$ cat src/rtl/ex_stage_ctrl.sv
// EX-stage control for the 3-stage MIPS pipeline (FETCH/EX/WB).
// Decodes instruction_EX into ALU, regfile, HI/LO and GPIO controls. It also
// squashes the shadow slots after a taken branch and interlocks HI/LO readers
// while a multiply is in flight.
// Optional feature: define EX_CTRL_JUMP_EN to decode j / jal / jr.
module ex_stage_ctrl #(
    parameter int MULT_LATENCY  = 4,
    parameter int BRANCH_SHADOW = 1,
    parameter int ALU_OP_W      = 4
) (
    input  logic                clk,
    input  logic                rst_n,
    input  logic                valid_EX,
    input  logic [31:0]         instruction_EX,
    input  logic                zero_EX,
    output logic [ALU_OP_W-1:0] op_EX,
    output logic [4:0]          shamt_EX,
    output logic [1:0]          alu_src_EX,
    output logic                rdrt_EX,
    output logic [1:0]          regsel_EX,
    output logic                regwrite_EX,
    output logic                enhilo_EX,
    output logic [1:0]          pc_src_EX,
    output logic                stall_FETCH,
    output logic                gpio_we,
    output logic                hilo_busy
);

    localparam logic [ALU_OP_W-1:0] ALU_ADD = ALU_OP_W'(4'b0100);
    localparam logic [ALU_OP_W-1:0] ALU_SUB = ALU_OP_W'(4'b0101);
    localparam logic [ALU_OP_W-1:0] ALU_OR  = ALU_OP_W'(4'b0001);
    localparam logic [ALU_OP_W-1:0] ALU_SLL = ALU_OP_W'(4'b1000);

    localparam logic [5:0] OPC_SPECIAL = 6'b000000;
    localparam logic [5:0] OPC_ADDI    = 6'b001000;
    localparam logic [5:0] OPC_ADDIU   = 6'b001001;
    localparam logic [5:0] OPC_LUI     = 6'b001111;
    localparam logic [5:0] OPC_ORI     = 6'b001101;
    localparam logic [5:0] OPC_BNE     = 6'b000101;
`ifdef EX_CTRL_JUMP_EN
    localparam logic [5:0] OPC_J       = 6'b000010;
    localparam logic [5:0] OPC_JAL     = 6'b000011;
    localparam logic [5:0] FN_JR       = 6'b001000;
`endif

    localparam logic [5:0] FN_ADD   = 6'b100000;
    localparam logic [5:0] FN_MULT  = 6'b011000;
    localparam logic [5:0] FN_MULTU = 6'b011001;
    localparam logic [5:0] FN_MFHI  = 6'b010000;
    localparam logic [5:0] FN_MFLO  = 6'b010010;
    localparam logic [5:0] FN_SRL   = 6'b000010;

    // The issuing cycle counts as the first of MULT_LATENCY, so readers are
    // held for MULT_LATENCY-1 cycles and issue exactly MULT_LATENCY after the mult.
    localparam logic [3:0] BUSY_LOAD   = 4'(MULT_LATENCY - 1);
    localparam logic [1:0] SHADOW_LOAD = 2'(BRANCH_SHADOW);

    logic [3:0] busy_cnt, busy_nxt;
    logic [1:0] squash_cnt, squash_nxt;
    logic [5:0] opcode, funct;
    logic [4:0] shamt_field;
    logic       decode_en;
    logic       unused_fields;

    assign opcode        = instruction_EX[31:26];
    assign funct         = instruction_EX[5:0];
    assign shamt_field   = instruction_EX[10:6];
    assign unused_fields = ^instruction_EX[25:11];
    assign hilo_busy     = (busy_cnt != 4'd0);
    assign decode_en     = rst_n && valid_EX && (squash_cnt == 2'd0);

    // Hazard counters: squash slots remaining and multiply cycles remaining.
    always_ff @(posedge clk or negedge rst_n) begin
        if (!rst_n) begin
            squash_cnt <= 2'd0;
            busy_cnt   <= 4'd0;
        end else begin
            squash_cnt <= squash_nxt;
            busy_cnt   <= busy_nxt;
        end
    end

    // Decode, interlock and squash control; reset forces every output to default.
    always_comb begin
        op_EX       = ALU_ADD;
        shamt_EX    = rst_n ? shamt_field : 5'd0;
        alu_src_EX  = 2'd0;
        rdrt_EX     = 1'b0;
        regsel_EX   = 2'd0;
        regwrite_EX = 1'b0;
        enhilo_EX   = 1'b0;
        pc_src_EX   = 2'd0;
        stall_FETCH = 1'b0;
        gpio_we     = 1'b0;
        squash_nxt  = (squash_cnt != 2'd0) ? squash_cnt - 2'd1 : 2'd0;
        busy_nxt    = (busy_cnt != 4'd0) ? busy_cnt - 4'd1 : 4'd0;

        if (decode_en) begin
            case (opcode)
                OPC_SPECIAL: begin
                    case (funct)
                        FN_ADD: regwrite_EX = 1'b1;
                        FN_MULT, FN_MULTU: begin
                            if (hilo_busy) begin
                                stall_FETCH = 1'b1;
                            end else begin
                                enhilo_EX = 1'b1;
                                busy_nxt  = BUSY_LOAD;
                            end
                        end
                        FN_MFHI, FN_MFLO: begin
                            if (hilo_busy) begin
                                stall_FETCH = 1'b1;
                            end else begin
                                regwrite_EX = 1'b1;
                                regsel_EX   = (funct == FN_MFHI) ? 2'd1 : 2'd2;
                            end
                        end
                        FN_SRL: gpio_we = (shamt_field == 5'd0);
`ifdef EX_CTRL_JUMP_EN
                        FN_JR: begin
                            pc_src_EX   = 2'd2;
                            stall_FETCH = 1'b1;
                            squash_nxt  = SHADOW_LOAD;
                        end
`endif
                        default: ;
                    endcase
                end
                OPC_ADDI, OPC_ADDIU: begin
                    regwrite_EX = 1'b1;
                    alu_src_EX  = 2'd1;
                    rdrt_EX     = 1'b1;
                end
                OPC_LUI: begin
                    regwrite_EX = 1'b1;
                    alu_src_EX  = 2'd1;
                    shamt_EX    = 5'd16;
                    op_EX       = ALU_SLL;
                    rdrt_EX     = 1'b1;
                end
                OPC_ORI: begin
                    regwrite_EX = 1'b1;
                    alu_src_EX  = 2'd2;
                    op_EX       = ALU_OR;
                    rdrt_EX     = 1'b1;
                end
                OPC_BNE: begin
                    op_EX = ALU_SUB;
                    if (!zero_EX) begin
                        pc_src_EX   = 2'd1;
                        stall_FETCH = 1'b1;
                        squash_nxt  = SHADOW_LOAD;
                    end
                end
`ifdef EX_CTRL_JUMP_EN
                OPC_J, OPC_JAL: begin
                    pc_src_EX   = 2'd2;
                    stall_FETCH = 1'b1;
                    squash_nxt  = SHADOW_LOAD;
                    regwrite_EX = (opcode == OPC_JAL);
                end
`endif
                default: ;
            endcase
        end
    end

endmodule

$ cat config.mk
export PLATFORM = sky130hd
export DESIGN_NAME = ex_stage_ctrl
export DESIGN_NICKNAME = d
export VERILOG_FILES = /design/src/rtl/ex_stage_ctrl.sv
export SDC_FILE = /design/constraint.sdc
export NUM_CORES = 1
export LEC_CHECK = 0
export ABC_AREA = 1
export CAP_MARGIN = 10
export CORE_AREA = 2 2 48 50
export CTS_CLUSTER_DIAMETER = 150
export CTS_CLUSTER_SIZE = 16
export DETAILED_ROUTE_END_ITERATION = 16
export DIE_AREA = 0 0 50 52
export GPL_ROUTABILITY_DRIVEN = 0
export GPL_TIMING_DRIVEN = 1
export PLACE_DENSITY = 0.9
export SETUP_SLACK_MARGIN = 0.15
export SYNTH_ARGS = -nofsm -noshare
export SYNTH_HDL_FRONTEND = slang
export SYNTH_SLANG_ARGS = --single-unit
$ cat constraint.sdc
create_clock -name clk -period 3.8 [get_ports clk]
set_input_delay 0.76 -clock clk [delete_from_list [all_inputs] [get_ports clk]]
set_output_delay 0.76 -clock clk [all_outputs]
set_load 0.1 [all_outputs]
==> flow_summary.ini, run 1 <==
[sta]
timing.final.ws_setup_ns = 0.783
period_share = 0.794
skew_ns = 0.00238
hold-worst-slack_ns = 0.503
setup_violations = 0
min_period_ns = 3.02
maxSlewViolCount = 0
rsz0062_at_grt = no
hold_viol_final = 0
setup_tns_ns = 0
fmax_ghz = 0.331

[floorplan]
die_area_um2 = 2600
fp-row-count = 17
chipHeight_um = 52
start_util = 0.318
top_level_ports = 57
dieWidth_um = 50
design.core.area_um2 = 2110

[layout]
multi_input_area_um2 = 419
final_cell_mix = nand2_1, nor2_1, inv_1
layout_commonest_cell = nand2_1
antenna_cells = 0
fin_area_um2 = 1280
syn2layout_area_growth_pct = 90.9
seq_area_um2 = 150
post-route-util = 0.608
drive_gt1_frac = 0.215
instances_no_fill = 186
nets = 198
nFillCells = 169

[routing]
vias = 868
drt_iter0_drc = 18
ant_nets = 0
wl_met3_um = 162
drt-vias-per-instance = 4.67
first_pass_iters = 4
wl_per_cell_um = 10.9
highest_layer = met4
met2_length_mm = 1.10
drc = 0
wl_mm = 2.03
wl_met1_um = 731

[pwr]
leakagePower_nw = 0.670
total_power_mw = 0.400
p_per_area_nw_per_um2 = 312
ir_drop_uv = 306

[logic_synthesis]
ys_warn_count = 0
yosysSeqAreaShare = 0.224
ys_ff_latch = 6
avgSynthCellArea_um2 = 5.78
yosysUniqueCellTypes = 20
syn_inst = 116
syn_area_um2 = 671

[clocking]
insertion_delay_ns = 0.26
htreeDepth = 1
cts_resized = 0
cts_hold_buffers = 0
clk_path_buf_depth = 2
clock-root-buffer = clkbuf_4
cts_tree = yes
cts_setup_buffers = 0
clk_pin_slew_worst_paths_ns = 0.05
cts_sinks = 6
cts_made_buffers = 3

[setup_path]
cp-end-kind = output pin
r2r_start = busy_cnt[0]
r2r_cells = 6
worstPathCellList = clkdlybuf4s50_1, buf_4, nand3_2, nor2_4, nand3_2, nor2_1, buf_12
cp_slowest_cell = clkdlybuf4s50_1
worst_setup_path_start_kind = primary input
crit_fanout = 9
crit_path_frequent_cell = nand3_2
regToRegEndpoint = busy_cnt[1]
rrSetupSlack_ns = 2.59
crit_type = primary input to output pin
worst-path-buf-inv = 3
crit_arrival_ns = 2.26
crit_family = buffers and inverters
slowest_delay_ns = 0.45
worstPathRequired_ns = 3.04

[place]
dp.final_hpwl_mm = 1.79
port_buffers = 39
dp.cells = 183
pre_cts_slack_ns = 0.769
place_area_um2 = 1260

[global_route]
grt-ovfl-total = 0
antenna_found_initial = 0
grt.total_usage = 0.174
grt_pass1_vias = 867
grt_max_degree = 10
grt_pass1_wl_mm = 3.44

[min_path]
hold_end = squash_cnt[1]
hold_class = register to register
hold_depth = 2
worstHoldStart = squash_cnt[1]

[job]
maxCapViolCount = 0

[run_status]
outcome = finished clean
-- how the worst max path moves through the flow --
stage	from	cells past startpoint	endpoint
floorplan	busy_cnt[0]	6	regsel_EX[0]
global placement	rst_n	7	regsel_EX[1]
detailed placement	rst_n	7	regsel_EX[1]
CTS	rst_n	7	regsel_EX[1]
global route	rst_n	7	regsel_EX[0]
finish	rst_n	7	regsel_EX[1]
-- layout make-up --
type | count | area share
flip-flops and latches | 6 | 0.117
multi-input cells | 85 | 0.327
inverters | 24 | 0.0704
clock buffers | 3 | 0.0176
well taps | 28 | 0.0274
repair buffers | 40 | 0.440
-- cells by family (layout without fill, tap and decap cells) --
family,Yosys count,count (layout),share of synthesized area
other,1,2,0.00559
xor gates and xnor gates,2,2,0.0261
and+or+nand+nor,78,78,0.543
buffers and inverters,26,67,0.157
DFF,6,6,0.224
adders and majority gates,2,2,0.0373
AOI/OAI and AO/OA,1,1,0.00746
-- cells in the mapped netlist --
library cell | count | area [µm²]
nand2_2 | 2 | 12.5
nand3_2 | 4 | 40.0
xnor2_1 | 1 | 8.76
ha_1 | 2 | 25.0
xor2_1 | 1 | 8.76
conb_1 | 1 | 3.75
buf_4 | 2 | 15.0
inv_2 | 1 | 3.75
nor3_1 | 4 | 20.0
a21oi_1 | 1 | 5.00
nor2_1 | 23 | 86.3
or2_1 | 1 | 6.26
nand4_1 | 1 | 6.26
nand3b_1 | 1 | 7.51
nor2_2 | 2 | 12.5
nor2_4 | 2 | 22.5
nand3_1 | 6 | 30.0
inv_1 | 23 | 86.3
dfrtp_1 | 6 | 150
nand2_1 | 32 | 120
-- state kept, by name, indices dropped and copies added, names as in the netlist --
register / cells
busy_cnt: 4
squash_cnt: 2
-- layer usage --
layer / vias up / global-route usage
li1: 429 / -
met1: 385 / 0.162
met2: 49 / 0.360
met3: 5 / 0.0287
met4: 0 / 0.0833
met5: - / 0
-- worst register-to-register path, stage by stage, from the launching register on --
cell	delay, ns
dfrtp_1	0.35
inv_1	0.12
ha_1	0.19
nand2_2	0.09
inv_1	0.16
or2_1	0.13
nand2_1	0.05
-- where the power goes --
group,switching [mW],total [mW],internal (mW)
sequential,0.0129,0.100,0.0875
combinational,0.151,0.235,0.0843
clock,0.0281,0.0641,0.0361
total,0.192,0.400,0.208
Power figures use the tool's default switching activity.
==> run 2: changes to the inputs <==
--- a/config.mk
+++ b/config.mk
@@ -7,14 +7,14 @@
 export LEC_CHECK = 0
 export ABC_AREA = 1
 export CAP_MARGIN = 10
-export CORE_AREA = 2 2 48 50
+export CORE_AREA = 2 2 52 54
 export CTS_CLUSTER_DIAMETER = 150
 export CTS_CLUSTER_SIZE = 16
 export DETAILED_ROUTE_END_ITERATION = 16
-export DIE_AREA = 0 0 50 52
+export DIE_AREA = 0 0 54 56
 export GPL_ROUTABILITY_DRIVEN = 0
 export GPL_TIMING_DRIVEN = 1
-export PLACE_DENSITY = 0.9
+export PLACE_DENSITY = 0.81
 export SETUP_SLACK_MARGIN = 0.15
 export SYNTH_ARGS = -nofsm -noshare
 export SYNTH_HDL_FRONTEND = slang
==> constraint.sdc (replaced) <==
create_clock -name clk -period 2.5 [get_ports clk]
set_input_delay 0.5 -clock clk [delete_from_list [all_inputs] [get_ports clk]]
set_output_delay 0.5 -clock clk [all_outputs]
set_load 0.1 [all_outputs]
==> run 2 against run 1 <==
First-iteration DRC count shrank 33%. Design area grew 13%. Sequential power grew 53%. Critical path depth grew 2. Setup slack lost 0.54 ns. Largest cell class unchanged. Clock skew shrank 0.00072 ns. Combinational power grew 57%. Flip-flop and latch count is the same. Via count grew 0.12%. Critical endpoint is now regwrite_EX.
==> flow_summary.ini, run 2 (same netlist as run 1, synthesis figures left out) <==
[sta]
period_share = 0.902
maxSlewViolCount = 0
setup_tns_ns = 0
rsz0062_at_grt = no
timing.final.ws_setup_ns = 0.244
skew_ns = 0.00166
fmax_ghz = 0.443
min_period_ns = 2.26
setup_violations = 0
hold_viol_final = 0

[layout]
fin_area_um2 = 1440
antenna_cells = 0
nets = 203
instances_no_fill = 193
seq_area_um2 = 150
final_cell_mix = nand2_1, inv_1, buf_12
reg.largest.list = busy_cnt: 4 flops, squash_cnt: 2 flops
layout_commonest_cell = nand2_1
syn2layout_area_growth_pct = 115
regMostFlops = busy_cnt
largest_register_ffs = 4
multi_input_area_um2 = 510
drive_gt1_frac = 0.393
nFillCells = 185

[clocking]
cts_made_buffers = 3
clock-root-buffer = clkbuf_4
cts_tree = yes
cts_hold_buffers = 0
htreeDepth = 1
cts_sinks = 6
clk_pin_slew_worst_paths_ns = 0.04
clk_path_buf_depth = 2
insertion_delay_ns = 0.24

[setup_path]
rrSetupSlack_ns = 1.29
worst_setup_path_start_kind = primary input
crit_type = primary input to output pin
crit_fanout = 3
cp-end-kind = output pin
worstPathRequired_ns = 2.00
crit_arrival_ns = 1.76

[place]
place_area_um2 = 1320
dp.final_hpwl_mm = 1.63
pre_cts_slack_ns = 0.107
port_buffers = 39
dp.cells = 186

[floorplan]
fp-row-count = 18
die_area_um2 = 3020
chipHeight_um = 56
top_level_ports = 57
start_util = 0.276
dieWidth_um = 54
design.core.area_um2 = 2430

[routing]
drt-vias-per-instance = 4.50
wl_mm = 2.10
ant_nets = 0
drc = 0
drt_iter0_drc = 12
wl_per_cell_um = 10.9
first_pass_iters = 4
vias = 869

[pwr]
p_per_area_nw_per_um2 = 420
p_comb_frac = 0.607
pwr-share-clk = 0.140
p_sw_mw = 0.288
seq_power_share = 0.253
ir_drop_uv = 604
total_power_mw = 0.606
leakagePower_nw = 0.766
swShare = 0.476
p_int_mw = 0.318

[global_route]
grt_pass1_wl_mm = 3.12
antenna_found_initial = 0
grt.total_usage = 0.136
grt_pass1_vias = 817
grt-ovfl-total = 0
grt_max_degree = 9

[min_path]
hold_class = primary input to async pin

[job]
maxCapViolCount = 0

[run_status]
outcome = finished clean
run 2: changes by cell type in the layout (fill, tap and decap cells not counted), moves of 3 or more:
cell	delta
clkdlybuf4s50_1	-9
inv_1	-3
dlymetal6s2s_1	+8
nor2_2	+9
nand2_1	-8
nor2_4	+4
inv_2	+3
buf_4	+4
nor2_1	-13
nand2_2	+8
run 2: through the flow:
stage | utilization | hold WS (ns)
after floorplan | - | 0.204
after global placement | 0.543 | 0.488
after detailed placement | 0.543 | 0.505
after CTS | 0.561 | 0.515
after global routing | 0.593 | 0.306
final | 0.593 | 0.303
run 2: repair_timing:
action / 4_1_cts / 5_1_grt
cloned: 0 / 0
resized for setup: 4 / 22
buffers inserted: 1 / 3
setup endpoints to repair: 3 / 16
pin swaps: 2 / 10
run 2: worst paths after layout:
| kind | cells past startpoint | from | end |
|---|---|---|---|
| worst max register to register | 6 | busy_cnt[1] | busy_cnt[1] |
| worst min register to register | 2 | squash_cnt[1] | squash_cnt[1] |
| max in group asynchronous | 2 | rst_n | busy_cnt[2] |
| min in group clk | 2 | squash_cnt[1] | squash_cnt[1] |
| worst max-delay path | 9 | instruction_EX[3] | regwrite_EX |
| worst min-delay path | 2 | rst_n | busy_cnt[0] |
run 2: per-layer routing:
layer | vias up | GRT usage | routed length (µm)
met5 | - | 0 | 0
met4 | 0 | 0.0643 | 16
met3 | 2 | 0.0457 | 188
met2 | 40 | 0.251 | 1090
met1 | 390 | 0.128 | 802
li1 | 437 | - | -
run 2: final cells by class:
cell class / instances / area share
clock buffer: 3 / 0.0156
multi-input combinational: 85 / 0.354
sequential: 6 / 0.104
timing repair buffer: 45 / 0.438
inverter: 24 / 0.0624
tap: 30 / 0.0260
run 2: power by group through the flow:
stage                     clock (mW)  sequential [mW]  combinational, mW
after floorplan                    0            0.149              0.251
after global placement             0            0.151              0.339
after detailed placement           0            0.155              0.354
after CTS                     0.0921            0.154              0.359
after global routing          0.0989            0.156              0.399
final                         0.0848            0.153              0.368
run 2: critical path: stages:
cell,delay (ns)
clkdlybuf4s50_1,0.44
nor2_1,0.12
nand2_1,0.10
inv_1,0.14
nand2_1,0.07
nand2_1,0.07
nand2_1,0.06
nand2_2,0.09
buf_12,0.17
==> run 3: changes to the inputs <==
--- a/config.mk
+++ b/config.mk
@@ -6,7 +6,7 @@
 export NUM_CORES = 1
 export LEC_CHECK = 0
 export ABC_AREA = 1
-export CAP_MARGIN = 10
+export CAP_MARGIN = 20
 export CORE_AREA = 2 2 52 54
 export CTS_CLUSTER_DIAMETER = 150
 export CTS_CLUSTER_SIZE = 16
==> results of run 3 <==
The final DEF is identical to that of run 2; final timing and power are the same.
==> patch (config.mk and constraints of run 3) <==
Add a define of `EX_CTRL_JUMP_EN`.
--- a/src/rtl/ex_stage_ctrl.sv
+++ b/src/rtl/ex_stage_ctrl.sv
@@ -5,2 +5,4 @@
 // Optional feature: define EX_CTRL_JUMP_EN to decode j / jal / jr.
+`define EX_CTRL_JUMP_EN
+
 module ex_stage_ctrl #(
Check against the original RTL: not equivalent (a bounded check fails within 4 cycles, from zero or initial values and one cycle with rst_n low).
==> patch against run 3 <==
Maximum frequency fell by 2.3%. Wire length rose by 33%. Via count rose by 15%. Final area rose by 12%. Sequential power rose by 3%. Synthesized area rose by 8.4%. Power rose by 14%. Sequential cell count did not move. Worst setup slack got worse by 0.053 ns.
==> patch: results (changes against run 3) <==
drt:
  dr.pass1.iters: 4  # unchanged
  wirelength_um: 2780  # was 2100 um
  dr.first_iter.drc_count: 20  # was 12
  via_per_inst: 4.78  # was 4.50
worst_setup_path:
  reg2reg_from: "busy_cnt[0]"  # was busy_cnt[1]
  cp_top_family: "simple AND/OR/NAND/NOR gates"  # was buffers and inverters
  path_max_fanout: 5  # was 3
  crit_slowest_cell: "dlygate4sd2_1"  # was clkdlybuf4s50_1
  cp_data_arrival_time_ns: 1.81  # was 1.76 ns
  endpoint: "regsel_EX[1]"  # was regwrite_EX
  rr_endpoint: "busy_cnt[0]"  # was busy_cnt[1]
  regToRegSetupSlack_ns: 1.13  # was 1.29 ns
  slowest_delay_ns: 0.33  # was 0.44 ns
  crit_start: "instruction_EX[27]"  # was instruction_EX[3]
  ff2ff_path_depth: 7  # was 6
yosys:
  synthTopCellsByCount: "nand2_1 (30), nor2_1 (23), inv_1 (20)"  # was nand2_1 (32), inv_1 (23), nor2_1 (23)
  yosysWarnings: 0  # unchanged
  synth_area_leaders: "dfrtp_1 (21%), nand2_1 (15%), nor2_1 (12%)"  # was dfrtp_1 (22%), nand2_1 (18%), inv_1 (13%)
  synth_cell_types: 24  # was 20
  synth_cells: 122  # was 116
  synth-async-reset-ratio: 1.00  # unchanged
  seq_area_frac_synth: 0.207  # was 0.224
layout:
  layout-drive-gt1-share: 0.450  # was 0.393
  nFillCells: 190  # was 185
  fin_util: 0.666  # was 0.593
  num-nets-final: 219  # was 203
  largestRegisters: "busy_cnt x4, squash_cnt x2"  # unchanged
  n_antenna_cell: 0  # unchanged
  instances_no_fill: 210  # was 193
power:
  peakVddDrop_mv: 0.387  # was 0.604 mV
  power_leakage_nw: 0.825  # was 0.766 nW
sta:
  holdWs_ns: 0.383  # was 0.303 ns
  fin_worst_skew_ns: 0.00228  # was 0.00166 ns
  fin_ws_ns: 0.191  # was 0.244 ns
cts:
  ctsLongestPathBuffers: 2  # unchanged
  clockRootBuffer: "clkbuf_4"  # unchanged
  cts_buffers: 3  # unchanged
  clock_latency_ns: 0.25
  htree_levels: 1  # unchanged
placed_design:
  preCtsSetupSlack_ns: 0.00697  # was 0.107 ns
  port-buffer-count: 40  # was 39
  dpl_cell_area_sq_um: 1470  # was 1320 sq um
  dp.cells: 201  # was 186
  dp_hpwl_um: 1910  # was 1630 um
outcome:
  status: "finished clean"  # unchanged
global_route:
  grt_pass1_wl_um: 4070  # was 3120 um
  grt_pass1_vias: 979  # was 817
  grt_start_max_net_pins: 9  # unchanged
  track_usage: 0.178  # was 0.136
==> patch: cell count changes in the layout (fill, tap and decap cells not counted), sizes merged, moves of 3 or more <==
cell           before  now
dlygate4sd2         1    8
nor2               27   31
nand2              34   31
clkdlybuf4s50      11    6
buf                25   36
o21ai               0    3
==> patch: where the power goes <==
group | leakage [nW] | internal, mW | switching, mW
Combinational | 0.735 | 0.177 | 0.264
Clock | 0.0138 | 0.0546 | 0.0389
Sequential | 0.0767 | 0.132 | 0.0255
Total | 0.825 | 0.363 | 0.328
==> patch: what timing repair did <==
item                                    CTS  global route
endpoints found under the setup margin   15             9
setup buffers                             1             5
pin swaps                                 9             8
gates resized for setup                  20            18
==> patch: cell families after synthesis <==
| group | count (synthesis) | share of synthesized area |
|---|---|---|
| AND/OR/NAND/NOR | 82 | 0.585 |
| buffers and inverters | 25 | 0.134 |
| AO/OA/AOI/OAI | 7 | 0.0516 |
| flip-flops | 6 | 0.207 |
| adder cells (fa/ha/maj) | 1 | 0.0172 |
| other | 1 | 0.00516 |
==> patch: per-layer routing <==
metal	global-route usage	part of all wire	vias to the layer above
li1	-	-	490
met1	0.197	0.35	464
met2	0.331	0.58	38
met3	0.0161	0.043	11
met4	0.0679	0.028	0
met5	0	0	-
==> patch: final cells by class <==
cell class,count,area share
repair buffers,56,0.451
inverters,24,0.0556
clock buffers,3,0.0139
well taps,30,0.0232
flip-flops and latches,6,0.0927
multi-input cells,91,0.364
